==> config.mk <==
export PLATFORM = sky130hd
export DESIGN_NAME = dot_product_mac
export DESIGN_NICKNAME = d
export VERILOG_FILES = /design/src/rtl/dot_product_mac.sv
export SDC_FILE = /design/constraint.sdc
export NUM_CORES = 1
export LEC_CHECK = 0
export CELL_PAD_IN_SITES_DETAIL_PLACEMENT = 1
export CELL_PAD_IN_SITES_GLOBAL_PLACEMENT = 1
export CORE_MARGIN = 1
export CORE_UTILIZATION = 30
export CTS_CLUSTER_DIAMETER = 40
export DETAILED_ROUTE_END_ITERATION = 6
export PLACE_DENSITY_LB_ADDON = 0.12
export SLEW_MARGIN = 20
export SYNTH_ARGS = -nofsm -noshare
export SYNTH_HDL_FRONTEND = slang
export SYNTH_SLANG_ARGS = --single-unit
==> constraint.sdc <==
create_clock -name clk -period 8 [get_ports clk]
set_input_delay 1.2 -clock clk [delete_from_list [all_inputs] [get_ports clk]]
set_output_delay 1.2 -clock clk [all_outputs]
set_load 0.1 [all_outputs]
==> src/rtl/dot_product_mac.sv <==
// rtl/dot_product_mac.sv - streams paired reads from operand memories A/B and accumulates their dot product
// Define SIGNED_MAC_EN for two's-complement operands and a signed result; default build is unsigned.
module dot_product_mac #(
    parameter int ADDR_WIDTH = 4,
    parameter int DATA_WIDTH = 8,
    parameter int ACC_WIDTH  = 2*DATA_WIDTH+ADDR_WIDTH
) (
    input  logic                  clk,
    input  logic                  rst,
    input  logic                  start,
    input  logic [ADDR_WIDTH:0]   vec_len,
    output logic                  busy,
    output logic                  a_read_en,
    output logic [ADDR_WIDTH-1:0] a_read_address,
    input  logic [DATA_WIDTH-1:0] a_data_in,
    output logic                  b_read_en,
    output logic [ADDR_WIDTH-1:0] b_read_address,
    input  logic [DATA_WIDTH-1:0] b_data_in,
    output logic [ACC_WIDTH-1:0]  result,
    output logic                  result_valid,
    input  logic                  result_ready
);

    typedef enum logic [1:0] {IDLE, READ, DRAIN, DONE} state_t;

    localparam logic [ADDR_WIDTH:0]   LEN_ONE  = 1;
    localparam logic [ADDR_WIDTH-1:0] ADDR_ONE = 1;

    state_t                  state, state_d;
    logic [ADDR_WIDTH:0]     len;
    logic [ADDR_WIDTH-1:0]   addr;
    logic                    read_en;
    logic                    rd_vld;
    logic                    last_read;
    logic                    accept;
    logic [2*DATA_WIDTH-1:0] prod;
    logic [ACC_WIDTH-1:0]    acc, acc_next;

    assign accept    = (state == IDLE) && start;
    assign last_read = ({1'b0, addr} == (len - LEN_ONE));

`ifdef SIGNED_MAC_EN
    assign prod     = (2*DATA_WIDTH)'($signed(a_data_in)) * (2*DATA_WIDTH)'($signed(b_data_in));
    assign acc_next = acc + ACC_WIDTH'($signed(prod));
`else
    assign prod     = (2*DATA_WIDTH)'(a_data_in) * (2*DATA_WIDTH)'(b_data_in);
    assign acc_next = acc + ACC_WIDTH'(prod);
`endif

    always_comb begin
        state_d = state;
        case (state)
            IDLE:    if (start) state_d = (vec_len == '0) ? DONE : READ;
            READ:    if (last_read) state_d = DRAIN;
            DRAIN:   state_d = DONE;
            DONE:    if (result_ready) state_d = IDLE;
            default: state_d = IDLE;
        endcase
    end

    // Control outputs are registered from the next state so they line up with it.
    always_ff @(posedge clk) begin
        if (rst) begin
            state        <= IDLE;
            len          <= '0;
            addr         <= '0;
            read_en      <= 1'b0;
            rd_vld       <= 1'b0;
            acc          <= '0;
            result       <= '0;
            result_valid <= 1'b0;
            busy         <= 1'b0;
        end else begin
            state        <= state_d;
            busy         <= (state_d != IDLE);
            read_en      <= (state_d == READ);
            result_valid <= (state_d == DONE);
            rd_vld       <= read_en;

            if (accept) begin
                len  <= vec_len;
                addr <= '0;
            end else if (state == READ && !last_read) begin
                addr <= addr + ADDR_ONE;
            end

            if (accept)
                acc <= '0;
            else if (rd_vld)
                acc <= acc_next;

            // DRAIN is the cycle the final product arrives, so fold it in directly.
            if (accept && vec_len == '0)
                result <= '0;
            else if (state == DRAIN)
                result <= rd_vld ? acc_next : acc;
        end
    end

    assign a_read_en      = read_en;
    assign b_read_en      = read_en;
    assign a_read_address = addr;
    assign b_read_address = addr;

endmodule

# After elaboration in Yosys (flattened, before gate mapping)
# Cells that the tools add are included.
# word_totals
elab_cells	34
inputBits	25
output_inout_bits	32
ff_bits	55
# op_classes
mul	1
n_reduce_logical	9
eq_ne	6
addsub	3
n_mux	6
# ops
op	count
$add A20 B16 Y20	1
$mux W20	1
$mul A8 B8 Y16	1
$mux W2	4
$pmux W2 S4	1
$eq A2 B2 Y1 const B	3
$eq A4 B5 Y1	1
$logic_not A5 Y1	1
$sub A5 B1 Y5 const B	1
$add A4 B1 Y4 const B	1
$eq A2 B1 Y1 const B	2
$reduce_or A2 Y1	2
$logic_and A1 B1 Y1	3
$logic_not A2 Y1	1
$reduce_bool A2 Y1	1
$logic_not A1 Y1	1

# Longest topological paths before layout
# logic_depth
depth_word	5
mapped_depth	17
mapped_depth_nobuf	16

# Worst setup path before layout
# OpenSTA, ideal clock, no wires.
# synth_timing
kind	input-to-reg
startpoint	in a_data_in[5]
endpoint	reg result[13]
path_stages	16
t_arrival_ns	5.361
required_time_ns	7.935
path_slack_ns	2.574
path_cell_list	clkbuf_1 -> nand2_1 -> fa_1 -> inv_1 -> fa_1 -> fa_1 -> inv_1 -> fa_1 -> inv_1 -> ha_1 -> and3_1 -> a221oi_4 -> nor2_2 -> mux2_1 -> o41a_1 -> nor2_1
# synth_between
elab_chain_len	3
# synth_lines
element	line	source
from (decl)	15	input logic [DATA_WIDTH-1:0] a_data_in,
$mul A8 B8 Y16	46	assign prod = (2*DATA_WIDTH)'(a_data_in) * (2*DATA_WIDTH)'(b_data_in);
$add A20 B16 Y20	47	assign acc_next = acc + ACC_WIDTH'(prod);
$mux W20	--	
to (signal assigned)	96	result <= rd_vld ? acc_next : acc;
to (decl)	19	output logic [ACC_WIDTH-1:0] result,
# Every way passes these cells.
# A chain may end at the register's enable or synchronous reset.

# Final worst setup path
# layout_timing
startpoint	in b_data_in[6]
endpoint	reg result[17]
# layout_between
elab_chain_len	3
# layout_lines
element	line	source
from (decl)	18	input logic [DATA_WIDTH-1:0] b_data_in,
$mul A8 B8 Y16	46	
$add A20 B16 Y20	47	
$mux W20	--	
# Every way passes these cells.

==> impl_metrics.py <==
metrics = {
    "clocking": {
        "clk_root_buffer_cell": "clkbuf_16",
        "clock_path_buffers": 2,
        "htreeDepth": 2,
        "tritoncts_num_sinks": 55,
        "cts_inserted_buffers": 5,
        "cts.repair.resized": 0,
        "cts_setup_buffers": 0,
        "cts_tree": "done",
        "post_cts_hold_buffer_count": 0,
        "source_to_sink_clock_delay_at_the_later_pin_of_the_worst_skew_pair_ns": 0.30,
        "cts.reportedPaths.clkPinSlew_ns": 0.07,
    },
    "die": {
        "die_h_um": 132,
        "rows": 47,
        "floorplan.die_area_sq_um": 17500,
        "initial_utilization_pct": 30.6,
        "boundaryPins": 57,
        "design.core.area_sq_um": 16600,
        "die_width_um": 132,
    },
    "cells_and_area": {
        "antenna_cells_inserted": 0,
        "layout.cell_area.non_filler_sq_um": 5970,
        "final_layout_size_suffix_gt1_share_pct": 2.60,
        "syn_to_final_growth_pct": 17.6,
        "finish.net_count": 770,
    },
    "setup_path": {
        "end_kind": "flop",
        "path_class": "in2reg",
        "worst_ep_required_time_ns": 8.22,
        "worst-path-max-fanout": 8,
        "worstSetupStartpoint": "b_data_in[6]",
        "worst-endpoint-arrival_ns": 6.23,
        "r2r_start": "acc[6]$_SDFF_PP0_",
        "worst_setup_path_start_kind": "primary input",
    },
    "placement": {
        "dp_worst_setup_slack_ns": 1.69,
        "detailed_place.area_sq_um": 5820,
        "placer_congestion_estimate": 0.804,
        "port_buffers": 56,
        "dp_hpwl_um": 11300,
    },
    "logic_synthesis": {
        "ys_async_sr_fraction_pct": 0,
        "synth_edf_count": 0,
        "synthesis.nets": 730,
        "synthesis.area_per_instance_sq_um": 8.30,
        "yosysTopAreaCellShare_pct": 21.7,
        "syn-instance-count": 612,
        "yosys-top-cells-area": "dfxtp_1, fa_1, ha_1",
        "seq_area_frac_synth_pct": 21.7,
        "ys.flop_type": "dfxtp_1",
        "yosysTopAreaCell": "dfxtp_1",
        "postSynthRegisterBits": 55,
        "synth_warnings": 0,
        "syn-cell-area_sq_um": 5080,
        "synth_cell_types": 53,
    },
    "grt": {
        "grt_pass1_wl_um": 23300,
        "grt_overflow": 0,
        "grt_antenna_before_repair": 0,
        "grt_start_max_net_pins": 38,
        "groute.usage.overall_pct": 16.7,
        "first_global_vias": 4371,
    },
    "route": {
        "detailroute.wirelength.met3_um": 292,
        "drt-initial-drc-count": 122,
        "routedLengthMet1_um": 6310,
        "routed_wire_length_per_instance_um": 15.5,
        "via_to_cell_ratio": 4.79,
        "met2_wirelength_um": 6700,
        "route.vias.total": 4183,
        "drtAntennaViolNets": 0,
        "drc": 0,
        "drt_pass1_iterations": 6,
        "detail_route.wirelength_um": 13500,
        "topRoutingLayerUsed": "met4",
    },
    "timing": {
        "worst_slew_pin_slew_ns": 1.00,
        "tns_ns": 0,
        "clock_skew_ns": 0.00849,
        "layout_worst_path_cycle_share_pct": 75.2,
        "finalHoldWorstSlack_ns": 0.475,
        "min_period_ns": 6.02,
        "final-max-slew-violation-count": 0,
        "hold_violations": 0,
        "final.setup.worst_slack_ns": 1.98,
        "clock.fmax_ghz": 0.166,
        "setup-violations-final": 0,
        "rsz0062_at_grt": "false",
        "slew_headroom_pct": 32.9,
    },
    "pwr": {
        "p_per_area_nw_per_um2": 227,
        "total_leakage_power_uw": 0.00267,
        "vdd_ir_drop_max_v": 0.000120,
    },
    "flow_run": {
        "drv_cap": 0,
    },
    "worst_hold_path": {
        "hold_class": "reg2reg",
        "hp-start": "result[19]$_SDFFE_PP0P_",
    },
    "run_status": {
        "outcome": "finished clean",
    },
}
synth_stat cells (all sizes together) (3+ instances only):
cell / n
inv: 112
nand2: 60
dfxtp: 55
fa: 50
nor2: 50
ha: 43
and2: 34
a21oi: 32
o21ai: 23
clkbuf: 19
mux2i: 17
xnor2: 11
a211oi: 10
nand3: 9
a21o: 7
and3: 7
buf: 7
nor3: 7
or3: 6
a31oi: 5
o211ai: 5
xor2: 5
nor2b: 4
nand3b: 3
o21a: 3
per-layer routing:
metal	up-vias	GRT usage [%]
li1	2051	-
met1	2062	22.2
met2	57	28.7
met3	13	2.11
met4	0	3.94
met5	-	0
flip-flops by register name (all words and copies together), names as in the netlist:
name	flops
result_valid	1
state	2
acc	20
result	20
a_read_en	1
busy	1
a_read_address	4
rd_vld	1
len	5
area by class of cell:
cell class / count / area, sq um
well taps: 220 / 275
clock buffers: 5 / 125
inverters: 112 / 420
repair buffers: 59 / 583
fillers: 1997 / 10600
clock inverters: 3 / 26.3
flip-flops and latches: 55 / 1100
multi-input cells: 419 / 3440
where the power goes:
group          total, uW  internal (uW)  leakage, uW  switching (uW)
registers            302            288     0.000446            13.6
clock network        229            119    0.0000748             110
logic                827            323      0.00215             505
total               1360            730      0.00267             628
cell families after synthesis:
group | after synthesis | synth area share, %
AOI/OAI and AO/OA | 103 | 13.2
and+or+nand+nor | 189 | 17.9
buffers and inverters | 138 | 10.6
adders and majority gates | 93 | 30.3
xor gates and xnor gates | 16 | 2.76
DFF | 55 | 21.7
muxes | 18 | 3.57
worst paths after layout:
kind                             endpoint  slack (ns)  cells past startpoint
hold reg to reg   result[19]$_SDFFE_PP0P_        0.48                      2
setup / recovery  result[17]$_SDFFE_PP0P_        1.98                     16
hold / removal    result[19]$_SDFFE_PP0P_        0.48                      2
setup reg to reg  result[17]$_SDFFE_PP0P_        3.37                     15
cells in the final DEF, fill, tap and decap left out, types with 4 or more instances in the layout:
cell type | netlist | layout
inv_1 | 112 | 112
nand2_1 | 60 | 60
clkdlybuf4s50_1 | 0 | 56
dfxtp_1 | 55 | 55
fa_1 | 50 | 50
nor2_1 | 49 | 49
ha_1 | 43 | 43
and2_1 | 34 | 34
a21oi_1 | 32 | 32
o21ai_0 | 19 | 19
mux2i_1 | 17 | 17
xnor2_1 | 11 | 11
a211oi_1 | 10 | 10
nand3_1 | 9 | 9
a21o_1 | 7 | 7
nor3_1 | 7 | 7
and3_1 | 7 | 7
or3_1 | 6 | 6
a31oi_1 | 5 | 5
o211ai_1 | 5 | 5
xor2_1 | 5 | 5
clkbuf_16 | 0 | 5
o21ai_1 | 4 | 4
metrics by stage:
stage,total power [uW],std cells,utilization [%]
floorplan,950,612,-
global placement,1140,865,35.1
detailed placement,1150,865,35.1
CTS,1390,873,36.0
global route,1510,873,36.0
finish,1360,873,36.0
worst max-delay path, cell delays in order:
cell             delay, ns
clkdlybuf4s50_1       0.66
nand2_1               0.14
fa_1                  0.50
fa_1                  0.56
inv_1                 0.06
fa_1                  0.53
inv_1                 0.06
fa_1                  0.53
inv_1                 0.04
ha_1                  0.35
a21o_1                0.24
a221oi_4              0.45
o211ai_1              0.19
a31oi_1               0.35
xor2_1                0.11
a311oi_1              0.25
No activity file was read; power rests on OpenSTA's default activity.
